### src/rtl/frequency_algorithm_mc.sv
// Multi-channel frequency-to-period converter sharing one restoring divider, served round-robin.
// Optional macro FREQ_ALG_ROUND_NEAREST_EN selects round-half-up instead of truncation.
module frequency_algorithm_mc #(
  parameter int CLK_FREQ_KHZ = 100_000,
  parameter int MAX_PERIOD   = 200_000,
  parameter int BIT_WIDTH    = 32,
  parameter int FREQ_WIDTH   = 16,
  parameter int NUM_CH       = 4,
  localparam int CH_W        = (NUM_CH > 1) ? $clog2(NUM_CH) : 1
) (
  input  logic                         clk,
  input  logic                         reset_n,
  input  logic [NUM_CH*FREQ_WIDTH-1:0] user_freq,
  output logic [NUM_CH*BIT_WIDTH-1:0]  pulse_period,
  output logic [NUM_CH-1:0]            period_valid,
  output logic [NUM_CH-1:0]            period_err,
  output logic                         busy,
  output logic                         done,
  output logic [CH_W-1:0]              done_ch
);
  localparam int CNT_W = $clog2(BIT_WIDTH) + 1;
  localparam logic [BIT_WIDTH-1:0] DIVIDEND_BASE = BIT_WIDTH'(CLK_FREQ_KHZ * 10);
  localparam logic [BIT_WIDTH-1:0] MAX_P = BIT_WIDTH'(MAX_PERIOD);

  typedef enum logic [1:0] {IDLE, LOAD, DIV, STORE} state_t;
  state_t state, state_n;

  logic [FREQ_WIDTH-1:0] uf        [NUM_CH];
  logic [FREQ_WIDTH-1:0] last_freq [NUM_CH];
  logic [BIT_WIDTH-1:0]  period_q  [NUM_CH];
  logic [NUM_CH-1:0]     pending, mismatch;
  logic [CH_W-1:0]       rr_ptr, cur_ch, winner, next_ptr;
  logic                  any_pend;
  logic [FREQ_WIDTH-1:0] load_freq;
  logic [BIT_WIDTH-1:0]  load_div, load_dividend;
  logic [CNT_W-1:0]      cnt;
  logic                  zero_div;
  logic [BIT_WIDTH-1:0]  divisor_p0, rem_p1, quot_p1;
  logic [BIT_WIDTH:0]    rem_shift, diff, sat_res;

  // {err, period}: zero divisor or over-range quotient clamps to MAX_PERIOD
  function automatic logic [BIT_WIDTH:0] saturate(input logic zero,
                                                  input logic [BIT_WIDTH-1:0] q);
    if (zero || q > MAX_P) return {1'b1, MAX_P};
    return {1'b0, q};
  endfunction

`ifdef FREQ_ALG_ROUND_NEAREST_EN
  function automatic logic [BIT_WIDTH-1:0] round_dividend(input logic [BIT_WIDTH-1:0] d);
    return DIVIDEND_BASE + (d >> 1);
  endfunction
`endif

  always_comb begin
    for (int c = 0; c < NUM_CH; c++) begin
      uf[c]       = user_freq[c*FREQ_WIDTH +: FREQ_WIDTH];
      mismatch[c] = (uf[c] != last_freq[c]);
    end
  end

  // Arbiter: lowest pending index overall, overridden by lowest pending at/after rr_ptr
  always_comb begin
    any_pend = |pending;
    winner   = '0;
    for (int c = NUM_CH-1; c >= 0; c--)
      if (pending[c]) winner = CH_W'(c);
    for (int c = NUM_CH-1; c >= 0; c--)
      if (pending[c] && CH_W'(c) >= rr_ptr) winner = CH_W'(c);
    load_freq = '0;
    for (int c = 0; c < NUM_CH; c++)
      if (cur_ch == CH_W'(c)) load_freq = uf[c];
    load_div = BIT_WIDTH'(load_freq);
    next_ptr = (cur_ch == CH_W'(NUM_CH-1)) ? '0 : cur_ch + CH_W'(1);
`ifdef FREQ_ALG_ROUND_NEAREST_EN
    load_dividend = round_dividend(load_div);
`else
    load_dividend = DIVIDEND_BASE;
`endif
    rem_shift = {rem_p1, quot_p1[BIT_WIDTH-1]};
    diff      = rem_shift - {1'b0, divisor_p0};
    sat_res   = saturate(zero_div, quot_p1);
  end

  always_ff @(posedge clk or negedge reset_n) begin
    if (!reset_n) state <= IDLE;
    else          state <= state_n;
  end

  always_comb begin
    state_n = state;
    busy    = (state != IDLE);
    case (state)
      IDLE:    if (any_pend) state_n = LOAD;
      LOAD:    state_n = (load_freq == '0) ? STORE : DIV;
      DIV:     if (cnt == CNT_W'(BIT_WIDTH-1)) state_n = STORE;
      STORE:   state_n = IDLE;
      default: state_n = IDLE;
    endcase
  end

  always_ff @(posedge clk or negedge reset_n) begin
    if (!reset_n) begin
      pending      <= '0;
      rr_ptr       <= '0;
      cur_ch       <= '0;
      cnt          <= '0;
      zero_div     <= 1'b0;
      period_valid <= '0;
      period_err   <= '0;
      done         <= 1'b0;
      done_ch      <= '0;
      for (int c = 0; c < NUM_CH; c++) begin
        last_freq[c] <= '0;
        period_q[c]  <= '0;
      end
    end else begin
      done <= (state == STORE);
      for (int c = 0; c < NUM_CH; c++) begin
        if (state == LOAD && cur_ch == CH_W'(c)) pending[c] <= 1'b0;
        else if (mismatch[c])                    pending[c] <= 1'b1;
        // A request changed during its own computation keeps valid low until recomputed
        if (mismatch[c])                              period_valid[c] <= 1'b0;
        else if (state == STORE && cur_ch == CH_W'(c)) period_valid[c] <= ~pending[c];
        if (state == STORE && cur_ch == CH_W'(c)) begin
          period_q[c]   <= sat_res[BIT_WIDTH-1:0];
          period_err[c] <= sat_res[BIT_WIDTH];
        end
      end
      case (state)
        IDLE: if (any_pend) cur_ch <= winner;
        LOAD: begin
          last_freq[cur_ch] <= load_freq;
          rr_ptr            <= next_ptr;
          zero_div          <= (load_freq == '0);
          cnt               <= '0;
        end
        DIV:     cnt <= cnt + CNT_W'(1);
        STORE:   done_ch <= cur_ch;
        default: ;
      endcase
    end
  end

  // Divider datapath: LOAD primes, DIV retires one quotient bit per cycle
  always_ff @(posedge clk) begin
    if (state == LOAD) begin
      divisor_p0 <= load_div;
      quot_p1    <= load_dividend;
      rem_p1     <= '0;
    end else if (state == DIV) begin
      rem_p1  <= diff[BIT_WIDTH] ? rem_shift[BIT_WIDTH-1:0] : diff[BIT_WIDTH-1:0];
      quot_p1 <= {quot_p1[BIT_WIDTH-2:0], ~diff[BIT_WIDTH]};
    end
  end

  for (genvar c = 0; c < NUM_CH; c++) begin : g_pack
    assign pulse_period[c*BIT_WIDTH +: BIT_WIDTH] = period_q[c];
  end

endmodule
### config.mk
export PLATFORM = sky130hd
export DESIGN_NAME = frequency_algorithm_mc
export DESIGN_NICKNAME = d
export VERILOG_FILES = /design/src/rtl/frequency_algorithm_mc.sv
export SDC_FILE = /design/constraint.sdc
export NUM_CORES = 1
export LEC_CHECK = 0
export CORE_MARGIN = 1.5
export CORE_UTILIZATION = 49
export DETAILED_ROUTE_END_ITERATION = 6
export PLACE_DENSITY = 0.83
export SYNTH_ARGS = -nofsm -noshare
export SYNTH_HDL_FRONTEND = slang
export SYNTH_SLANG_ARGS = --single-unit
### constraint.sdc
create_clock -name clk -period 5.73 [get_ports clk]
set_input_delay 0.573 -clock clk [delete_from_list [all_inputs] [get_ports clk]]
set_output_delay 0.573 -clock clk [all_outputs]
set_load 0.03 [all_outputs]
Yosys cells after proc, flatten, opt, wreduce, memory -nomap -nowiden
Index checks and enable logic that the tools add are counted.
{ "word_totals": {"reg_bits": 300, "inputBits": 66, "wordCells": 130} }
{ "classes": {"magnitude_cmp": 7, "n_mux": 41, "n_eq_ne": 13, "n_reduce_logical": 30, "n_bitwise": 6, "addsub": 3} }
{ "op_table": {"columns": ["operator", "n"], "rows": [
  ["$mux W16", 5],
  ["$mux W33", 2],
  ["$bwmux W64", 1],
  ["$ne A16 B16 Y1", 4],
  ["$sub A33 B16 Y33", 1],
  ["$demux W16 S2", 1],
  ["$gt A32 B18 Y1 const B", 1],
  ["$mux W32", 1],
  ["$mux W2", 11],
  ["$reduce_bool A2 Y1", 10],
  ["$mux W1", 18],
  ["$logic_not A16 Y1", 1],
  ["$logic_and A1 B1 Y1", 13],
  ["$pmux W6 S2", 1],
  ["$eq A2 B2 Y1 const B", 4],
  ["$pmux W2 S4", 1],
  ["$add A6 B1 Y6 const B", 1],
  ["$eq A6 B5 Y1 const B", 1],
  ["$not A1 Y1", 5],
  ["$eq A2 B1 Y1 const B", 2],
  ["$ge A1 B2 Y1 const A", 2],
  ["$ge A2 B2 Y1 const A", 2],
  ["$logic_not A2 Y1", 2],
  ["$ne A2 B2 Y1 const B", 2],
  ["7 further kinds", 8]
]} }

Longest topological paths before layout
Gate-level depths: netlist (run 1).
{ "depth": {"ltp_word": 8, "depth_mapped": 12} }

Worst setup path before layout (run 1)
OpenSTA, ideal clock, no wires.
{ "synth_timing": {"kind": "register -> register", "startpoint": "register divisor_p0[6]", "endpoint": "register rem_p1[21]", "t_required_ns": 5.639, "arrival_time_ns": 2.952, "synth_period_minus_slack_ns": 3.043, "path_stages_with_launch": 11, "slack_ns": 2.687, "cell_sequence": "edfxtp_1 inv_1 ha_1 or2_2 a211oi_1 a21oi_1 or4_4 and3_1 buf_6 or4_1 a311oi_1"} }
{ "synth_between": {"elab_chain_cells": 2} }
{ "synth_lines": {"columns": ["element", "line_no", "source"], "rows": [
  ["start: declaration", "38", "logic [BIT_WIDTH-1:0] divisor_p0, rem_p1, quot_p1;"],
  ["start signal: assignment", "147", "divisor_p0 <= load_div;"],
  ["$sub A33 B16 Y33", "80", "diff = rem_shift - {1'b0, divisor_p0};"],
  ["$mux W32", "151", "rem_p1 <= diff[BIT_WIDTH] ? rem_shift[BIT_WIDTH-1:0] : diff[BIT_WIDTH-1:0];"],
  ["end signal: assignment", "151", null],
  ["end: declaration", "38", null]
]} }
Every way passes these cells.
A chain may end at the register's enable or synchronous reset.

Worst setup path after layout (run 1)
{ "layout_timing": {"startpoint": "register quot_p1[31]", "endpoint": "register rem_p1[5]"} }
{ "layout_between": {"elab_chain_cells": 2} }
{ "layout_lines": {"columns": ["element", "line_no", "source"], "rows": [
  ["start: declaration", "38", null],
  ["start signal: assignment", "148", "quot_p1 <= load_dividend;"],
  ["start signal: assignment", "152", "quot_p1 <= {quot_p1[BIT_WIDTH-2:0], ~diff[BIT_WIDTH]};"],
  ["$sub A33 B16 Y33", "80", null],
  ["$mux W32", "151", null]
]} }
Every way passes these cells.

==> results of run 1 <==
-- registers in the layout, indices dropped and copies added (netlist names), 4 cells and up --
| name | count |
|---|---|
| rem_p1 | 32 |
| quot_p1 | 32 |
| period_valid | 4 |
| pulse_period | 128 |
| divisor_p0 | 16 |
| pending | 4 |
| period_err | 4 |
| cnt | 6 |
| last_freq | 64 |
-- through the flow --
step	area (um^2)	hold WS, ns	cells	total power [uW]
floorplan	13900	0.277	1453	5990
detailed placement	16200	0.470	1959	7080
global placement	16200	0.463	1959	6900
finish	17100	0.0531	2015	9060
global route	17100	0.125	2015	9610
CTS	17100	0.108	2015	9020
-- power groups by stage --
| stage | sequential, uW | combinational [uW] | clock (uW) |
|---|---|---|---|
| CTS | 3260 | 3810 | 1950 |
| global placement | 3250 | 3650 | 0 |
| finish | 3270 | 3860 | 1920 |
| global route | 3340 | 4220 | 2050 |
| detailed placement | 3290 | 3790 | 0 |
| floorplan | 3320 | 2670 | 0 |
-- Yosys cell counts (22+ instances only) --
| master | count | area share |
|---|---|---|
| and2_1 | 71 | 0.032 |
| nor4_1 | 22 | 0.0099 |
| a311oi_1 | 22 | 0.014 |
| ha_1 | 25 | 0.022 |
| mux2i_1 | 33 | 0.024 |
| clkbuf_1 | 73 | 0.020 |
| inv_1 | 48 | 0.013 |
| nor2_1 | 192 | 0.052 |
| o21ai_0 | 102 | 0.037 |
| dfrtp_1 | 220 | 0.40 |
| a21oi_1 | 107 | 0.038 |
| xor2_1 | 71 | 0.045 |
| nand3_1 | 23 | 0.0083 |
| dfxtp_1 | 64 | 0.092 |
| nand2_1 | 148 | 0.040 |
-- final cells by class --
type	instances	area [um^2]
Fill cell	2215	10700
Sequential cell	300	7270
Multi-Input combinational cell	1019	6100
Timing Repair Buffer	213	2130
Clock buffer	39	815
Tap cell	378	473
Inverter	49	184
Clock inverter	17	151
-- worst paths after layout --
kind / startpoint / end / slack [ns] / depth (start not counted)
max in group asynchronous: reset_n / last_freq[38]$_DFFE_PN0P_ / 4.49 / 2
setup reg to reg: quot_p1[31]$_SDFFE_PP0P_ / rem_p1[5]$_SDFFE_PP0P_ / 1.99 / 10
hold / removal: reset_n / pulse_period[61]$_DFFE_PN0P_ / 0.05 / 1
setup / recovery: quot_p1[31]$_SDFFE_PP0P_ / rem_p1[5]$_SDFFE_PP0P_ / 1.99 / 10
hold reg to reg: pulse_period[61]$_DFFE_PN0P_ / pulse_period[61]$_DFFE_PN0P_ / 0.48 / 1
min in group clk: pulse_period[61]$_DFFE_PN0P_ / pulse_period[61]$_DFFE_PN0P_ / 0.48 / 1
-- cell families after synthesis --
| family | synth area share |
|---|---|
| multiplexers | 0.0399 |
| AND/OR/NAND/NOR | 0.186 |
| XOR/XNOR | 0.0504 |
| buffers and inverters | 0.0414 |
| flip-flops | 0.522 |
| AO/OA/AOI/OAI | 0.137 |
| adder cells (fa/ha/maj) | 0.0239 |
-- layer usage --
layer | part of all wire | global-route usage | up-vias
li1 | - | - | 5329
met1 | 0.42 | 0.345 | 5557
met2 | 0.46 | 0.406 | 535
met3 | 0.081 | 0.0465 | 100
met4 | 0.042 | 0.106 | 0
met5 | 0 | 0 | -
-- worst max-delay path: stages (launching register included) --
cell      delay, ns
dfxtp_1        0.35
inv_1          0.08
ha_1           0.22
fa_1           0.38
nand2b_1       0.19
a21o_1         0.22
a21oi_1        0.40
o21ai_0        0.29
a21oi_1        0.93
o21ai_0        0.25
a311oi_1       0.34
==> impl_metrics.yaml, run 1 <==
synthesis:
  synthCells: 1453
  synth-edff-count: 16
  synth.distinct_cells: 68
  ys_seq_area_frac: 0.522
  synthesis.area_um2: 13900
  synth.ff_latch_count: 300
  ys_async_sr_fraction: 0.733
  synthFlopType: "dfrtp_1"
  avgSynthCellArea_um2: 9.57
  synth_fp_nets: 1545
  yosys_warnings: 0
pwr:
  p_int_uw: 5330
  switchingPower_uw: 3720
  pwr_density_cell_nw_per_um2: 529
  seq_power_share: 0.361
  switching_share: 0.411
  share_comb_of_total_power: 0.426
  p_leak_uw: 0.00714
  p_clk_frac: 0.212
  vdd_ir_drop_max_v: 0.000341
detailed_routing:
  drtIter0Drc: 1015
  num_vias: 11500
  drc: 0
  via_per_inst: 5.72
  drtPass1Iterations: 6
  ant_nets: 0
  wirelength_um: 37500
  routedWlPerCell_um: 18.6
floorplanning:
  fp.dieH_um: 172
  ioPinCount: 206
  start_util: 0.499
  die-width_um: 172
  dieArea_um2: 29400
  core_um2: 27900
  num_rows: 61
worst_setup_path:
  crit_arrival_ns: 4.19
  critPathMaxFanout: 15
  critPathCaptureType: "register"
  cp-start-kind: "register"
  cp.required_ns: 6.18
  crit_type: "reg2reg"
timing:
  max_freq_ghz: 0.267
  finalMaxSlewViolations: 0
  rsz0062_at_grt: "false"
  setup_viol: 0
  worst-slew-pin-transition_ns: 1.21
  timing.final.crit_share: 0.653
  relSlewSlack: 0.190
  layout_setup_ws_ns: 1.99
  clock_skew_ns: 0.0256
  tns_ns: 0
  finalHoldViolCount: 0
  finalCriticalPeriod_ns: 3.74
layout:
  mostFrequentLayoutCell: "dfrtp_1"
  n_antenna_cell: 0
  final_util: 0.615
  mostFrequentLayoutCells: "220 x dfrtp_1, 204 x clkdlybuf4s50_1, 192 x nor2_1"
  drive_above_1_share: 0.0580
  fin_nets: 1705
  syn_to_final_growth_pct: 23.1
worst_hold_path:
  worstHoldPathType: "in2async"
clocking:
  cts_buffers: 30
  root_buffer: "clkbuf_16"
  clk_pin_slew_ns: 0.06
  cts_tree: "done"
  cts.sink_count: 300
  cts_resized: 0
  clk_latency_ns: 0.56
  clk_path_buf_depth: 3
  htreeDepth: 1
  ctsHoldBuffers: 0
  cts_setup_buffers: 0
global_routing:
  grt_max_degree: 126
  grt_overflow_total: 0
  grt_pass1_wl_um: 59600
  first_global_vias: 11200
  antenna_found_initial: 0
  track_usage: 0.255
run_status:
  outcome: "finished, final reports clean"
place:
  place_ws_ns: 2.11
  gp_congestion: 0.908
  dpl.hpwl_um: 25800
  port_buffers: 205
flow_run:
  cap_violations: 0
(Power assumes the default switching activity.)
==> run 2, diff against run 1 <==
--- a/config.mk
+++ b/config.mk
@@ -8,7 +8,7 @@
 export CORE_MARGIN = 1.5
 export CORE_UTILIZATION = 49
 export DETAILED_ROUTE_END_ITERATION = 6
-export PLACE_DENSITY = 0.83
+export PLACE_DENSITY = 0.86
 export SYNTH_ARGS = -nofsm -noshare
 export SYNTH_HDL_FRONTEND = slang
 export SYNTH_SLANG_ARGS = --single-unit
==> constraint.sdc (replaced) <==
create_clock -name clk -period 3.35 [get_ports clk]
set_input_delay 0.335 -clock clk [delete_from_list [all_inputs] [get_ports clk]]
set_output_delay 0.335 -clock clk [all_outputs]
set_load 0.03 [all_outputs]
==> impl_metrics.yaml, run 2 (synthesis results as in run 1) <==
run_status:
  outcome: "complete, but fails checks"
  violations: "DRC"
worst_setup_path:
  crit_end: "rem_p1[29]$_SDFFE_PP0P_"
  path_cells: "inv_1, ha_1, a21oi_1, a21boi_0, or3_4, or4_4, and3_4, or4_1, a311oi_1"
  slowest_delay_ns: 0.51
  critPathSlowestCell: "or4_4"
  critPathMaxFanout: 16
  crit_type: "reg2reg"
  crit_arrival_ns: 3.62
  cp-start-kind: "register"
  r2r_setup_slack_ns: 0.21
  critPathCaptureType: "register"
  r2r-end: "rem_p1[29]$_SDFFE_PP0P_"
  reg2regPathDepth: 9
  r2r_start: "divisor_p0[14]$_DFFE_PP_"
  cp.required_ns: 3.82
  startpoint: "divisor_p0[14]$_DFFE_PP_"
clocking:
  cts_buffers: 30
  cts_tree: "done"
  clk_pin_slew_ns: 0.06
  clk_latency_ns: 0.57
  cts_setup_buffers: 0
  cts.sink_count: 300
  clk_path_buf_depth: 3
  root_buffer: "clkbuf_16"
  htreeDepth: 1
floorplanning:
  num_rows: 61
  core_um2: 27900
  start_util: 0.499
  ioPinCount: 206
  dieArea_um2: 29400
  die-width_um: 172
  fp.dieH_um: 172
global_routing:
  met2_usage: 0.419
  gr-usage-met1: 0.342
  antenna_found_initial: 0
  grt_pass1_wl_um: 60300
  grt_max_degree: 81
  grt_overflow_total: 0
  track_usage: 0.259
  first_global_vias: 11500
  grt_busiest_layer: "met2"
  gr-usage-met3: 0.0467
layout:
  drive_above_1_share: 0.0779
  n_antenna_cell: 0
  largest_register_ff_count: 128
  mostFrequentLayoutCells: "220 x dfrtp_1, 204 x clkdlybuf4s50_1, 192 x nor2_1"
  syn_to_final_growth_pct: 25.6
  mostFrequentLayoutCell: "dfrtp_1"
  final_util: 0.627
  fin_nets: 1737
pwr:
  switching_share: 0.405
  share_comb_of_total_power: 0.436
  p_clk_frac: 0.220
  seq_power_share: 0.344
  p_leak_uw: 0.00733
  switchingPower_uw: 6510
  p_int_uw: 9570
  pwr_density_cell_nw_per_um2: 920
  vdd_ir_drop_max_v: 0.000492
timing:
  clock_skew_ns: 0.0124
  finalCriticalPeriod_ns: 3.14
  finalHoldViolCount: 0
  max_freq_ghz: 0.318
  finalMaxSlewViolations: 0
  timing.final.crit_share: 0.939
  relSlewSlack: 0.334
  tns_ns: 0
  setup_viol: 0
  worst-slew-pin-transition_ns: 0.994
  rsz0062_at_grt: "false"
detailed_routing:
  routedWlPerCell_um: 18.4
  wirelength_um: 37700
  drtIter0Drc: 1057
  drc: 1
  via_per_inst: 5.71
  drtPass1Iterations: 7
  num_vias: 11700
  ant_nets: 0
place:
  port_buffers: 205
  dpl.hpwl_um: 26300
  gp_congestion: 0.909
flow_run:
  cap_violations: 0
worst_hold_path:
  worstHoldPathType: "in2async"
-- run 2: stage by stage --
stage	cell area, um^2	setup WS [ns]	total power (uW)	hold slack (ns)	cells
after floorplan	13900	0.307	10200	0.0394	1453
after global placement	16400	0.0846	12100	0.415	1990
after detailed placement	16400	-0.00330	12400	0.419	1990
after CTS	17500	0.0249	16000	0.388	2047
after global routing	17500	0.00659	17000	0.415	2047
final	17500	0.205	16100	0.362	2047
-- run 2: power groups by stage --
stage | clock, uW | sequential [uW] | combinational, uW
2_1_floorplan | 0 | 5670 | 4570
3_3_place_gp | 0 | 5510 | 6590
3_5_place_dp | 0 | 5570 | 6820
4_1_cts | 3580 | 5510 | 6890
5_1_grt | 3720 | 5650 | 7660
6_report | 3530 | 5530 | 7010
-- run 2: worst min path at each step --
stage,cells after the start,to,slack (ns)
4_1_cts,2,pulse_period[19]$_DFFE_PN0P_,0.39
3_5_place_dp,1,last_freq[7]$_DFFE_PN0P_,0.42
2_1_floorplan,0,cnt[0]$_DFFE_PN0P_,0.04
6_report,2,last_freq[6]$_DFFE_PN0P_,0.36
5_1_grt,2,last_freq[8]$_DFFE_PN0P_,0.42
3_3_place_gp,1,last_freq[5]$_DFFE_PN0P_,0.41
-- run 2: final cells by class --
type	instances	area, um^2
fillers	2128	10400
flip-flops and latches	300	7270
multi-input cells	1019	6120
repair buffers	245	2380
clock buffers	40	840
well taps	378	473
clock inverters	16	209
inverters	49	184
-- run 2: what timing repair did --
item / in CTS / in global routing
endpoints found under the hold margin: 78 / 0
gates resized for setup: 1 / 4
hold buffers: 1 / 0
setup endpoints to repair: 2 / 20
-- run 2: metal layers --
layer | vias to the layer above | share of wire
met5 | - | 0
met4 | 0 | 0.044
met3 | 114 | 0.077
met2 | 519 | 0.47
met1 | 5678 | 0.41
li1 | 5378 | -
-- run 2: worst max-delay path, delay by kind of cell (launching register included) --
kind	cells	cell delay [ns]
AOI/OAI and AO/OA	3	0.65
adders and majority gates	1	0.36
buffers and inverters	1	0.04
DFF	1	0.32
and+or+nand+nor	4	1.69
==> run 3, diff against run 2 <==
--- a/config.mk
+++ b/config.mk
@@ -5,10 +5,14 @@
 export SDC_FILE = /design/constraint.sdc
 export NUM_CORES = 1
 export LEC_CHECK = 0
+export ABC_AREA = 1
+export CELL_PAD_IN_SITES_DETAIL_PLACEMENT = 0
+export CELL_PAD_IN_SITES_GLOBAL_PLACEMENT = 1
 export CORE_MARGIN = 1.5
-export CORE_UTILIZATION = 49
+export CORE_UTILIZATION = 37
+export CTS_CLUSTER_DIAMETER = 80
 export DETAILED_ROUTE_END_ITERATION = 6
-export PLACE_DENSITY = 0.86
+export PLACE_DENSITY = 0.87
 export SYNTH_ARGS = -nofsm -noshare
 export SYNTH_HDL_FRONTEND = slang
 export SYNTH_SLANG_ARGS = --single-unit
==> impl_metrics.yaml, run 3 <==
pwr:
  share_comb_of_total_power: 0.436
  switching_share: 0.428
  pwr_density_cell_nw_per_um2: 928
  switchingPower_uw: 7330
  p_leak_uw: 0.00853
  vdd_ir_drop_max_v: 0.000456
  seq_power_share: 0.325
  p_clk_frac: 0.238
  p_int_uw: 9810
clocking:
  cts_buffers: 35
  clk_pin_slew_ns: 0.06
  clk_path_buf_depth: 3
  root_buffer: "clkbuf_16"
  htreeDepth: 2
  cts_tree: "done"
  clk_latency_ns: 0.53
  cts.sink_count: 300
  cts_resized: 0
floorplanning:
  start_util: 0.377
  fp.dieH_um: 202
  die-width_um: 202
  core_um2: 38800
  ioPinCount: 206
  dieArea_um2: 40800
  num_rows: 72
layout:
  num-fill-cells: 3760
  multi_input_area_um2: 6150
  mostFrequentLayoutCell: "nand2_1"
  seq_area_um2: 7270
  fin_nets: 2156
  largest_register_ff_count: 128
  mostFrequentLayoutCells: "515 x nand2_1, 236 x inv_1, 220 x dfrtp_1"
  syn_to_final_growth_pct: 26.0
  drive_above_1_share: 0.0555
  n_antenna_cell: 0
synthesis:
  synth.distinct_cells: 45
  synth-edff-count: 16
  yosys.area.top_type: "dfrtp_1"
  synthFlopType: "dfrtp_1"
  synth_top_area_frac: 0.376
  ys_seq_area_frac: 0.496
  yosys_warnings: 0
  synth.ff_latch_count: 300
  synthesis.area_um2: 14700
  synthCells: 1870
  ys_async_sr_fraction: 0.733
  avgSynthCellArea_um2: 7.84
  synth.most_common_cell: "nand2_1"
  synth_fp_nets: 1962
  synth_area_leaders: "dfrtp_1 38%, nand2_1 13%, dfxtp_1 8.7%, inv_1 6.0%, nor2_1 4.6%"
  synthTopCellsByCount: "515 x nand2_1, 236 x inv_1, 220 x dfrtp_1"
timing:
  finalMaxSlewViolations: 0
  timing.final.crit_share: 0.767
  max_freq_ghz: 0.389
  finalCriticalPeriod_ns: 2.57
  rsz0062_at_grt: "false"
  finalHoldViolCount: 0
  hold_ws_ns: 0.375
  worst-slew-pin-transition_ns: 0.984
  relSlewSlack: 0.343
  setup_viol: 0
  clock_skew_ns: 0.0222
  tns_ns: 0
global_routing:
  grt_pass1_wl_um: 69700
  grt_overflow_total: 0
  antenna_found_initial: 0
  grt_max_degree: 71
  track_usage: 0.213
  first_global_vias: 12800
detailed_routing:
  met1Wirelength_um: 19400
  route.met2.wl_um: 20300
  via_per_inst: 4.94
  drtIter0Drc: 829
  wirelength_um: 43300
  drtPass1Iterations: 6
  routedWlPerCell_um: 16.6
  wl_met3_um: 2270
  drc: 0
  num_vias: 12900
  top_layer_used: "met4"
  ant_nets: 0
worst_setup_path:
  cp.required_ns: 3.77
  crit_arrival_ns: 2.99
  crit_type: "reg2reg"
  critPathCaptureType: "register"
  critPathMaxFanout: 20
  cp-start-kind: "register"
run_status:
  outcome: "finished, final reports clean"
flow_run:
  cap_violations: 0
place:
  dpl.hpwl_um: 31200
  port_buffers: 205
  gp_congestion: 0.944
worst_hold_path:
  worstHoldPathType: "in2async"
## run 3: changes by cell type after synthesis, sizes merged, moves of 29 or more
| cell | change |
|---|---|
| nand2 | +378 |
| inv | +193 |
| and2 | -69 |
| nand3 | +69 |
| mux2i | -33 |
| o21ai | +29 |
## run 3: per-stage QoR
step	utilization	worst slack, ns	cell area [um^2]	cells	total power, uW
floorplan	-	1.24	14700	1870	10800
global placement	0.443	0.868	17200	2544	12900
detailed placement	0.443	0.846	17200	2544	13000
CTS	0.476	0.812	18500	2608	17200
global route	0.476	0.568	18500	2608	18400
finish	0.476	0.781	18500	2608	17100
## run 3: worst paths after layout
check / slack, ns / start / end / depth (start not counted)
setup / recovery: 0.78 / cur_ch[1]$_DFFE_PN0P_ / state[0]$_DFFE_PN0P_ / 16
hold / removal: 0.37 / reset_n / pulse_period[18]$_DFFE_PN0P_ / 2
setup reg to reg: 0.78 / cur_ch[1]$_DFFE_PN0P_ / state[0]$_DFFE_PN0P_ / 16
hold reg to reg: 0.48 / pulse_period[40]$_DFFE_PN0P_ / pulse_period[40]$_DFFE_PN0P_ / 2
max in group asynchronous: 2.09 / reset_n / last_freq[40]$_DFFE_PN0P_ / 3
min in group clk: 0.48 / pulse_period[40]$_DFFE_PN0P_ / pulse_period[40]$_DFFE_PN0P_ / 2
## run 3: per-layer routing
metal	vias up	global-route usage
met5	-	0
met4	0	0.0717
met3	84	0.0410
met2	330	0.348
met1	6134	0.284
li1	6341	-
## run 3: cell type report
cell class                 count  area share
sequential                   300       0.393
multi-input combinational   1255       0.333
timing repair buffer         228       0.121
clock buffer                  46      0.0541
inverter                     244      0.0496
tap                          518      0.0351
clock inverter                17      0.0133
## run 3: kinds of logic after synthesis
group | synth area share
AO/OA/AOI/OAI | 0.109
XOR/XNOR | 0.0418
adder cells (fa/ha/maj) | 0.0227
buffers and inverters | 0.0849
flip-flops | 0.496
AND/OR/NAND/NOR | 0.246
## run 3: power groups by stage
stage,Clock (uW),Sequential (uW),Combinational [uW]
6_report,4090,5570,7480
5_1_grt,4300,5710,8400
4_1_cts,4180,5560,7470
3_5_place_dp,0,5610,7420
3_3_place_gp,0,5580,7330
2_1_floorplan,0,5770,4990
## run 3: worst max-delay path, cell delays in order, from the launching register on
cell	delay [ns]
dfrtp_1	0.38
inv_1	0.10
ha_1	0.21
buf_4	0.21
nor2_1	0.12
buf_4	0.19
inv_1	0.09
o21ai_0	0.26
nand2_1	0.09
nand2_1	0.08
o21ai_0	0.26
nand2_1	0.15
nor2_1	0.05
nand3_1	0.10
nand2_1	0.06
nand2_1	0.05
nand2_1	0.04
## run 3: what timing repair did
action,CTS,global route
hold buffers,1,0
endpoints found under the hold margin,61,0
buffers inserted,0,0
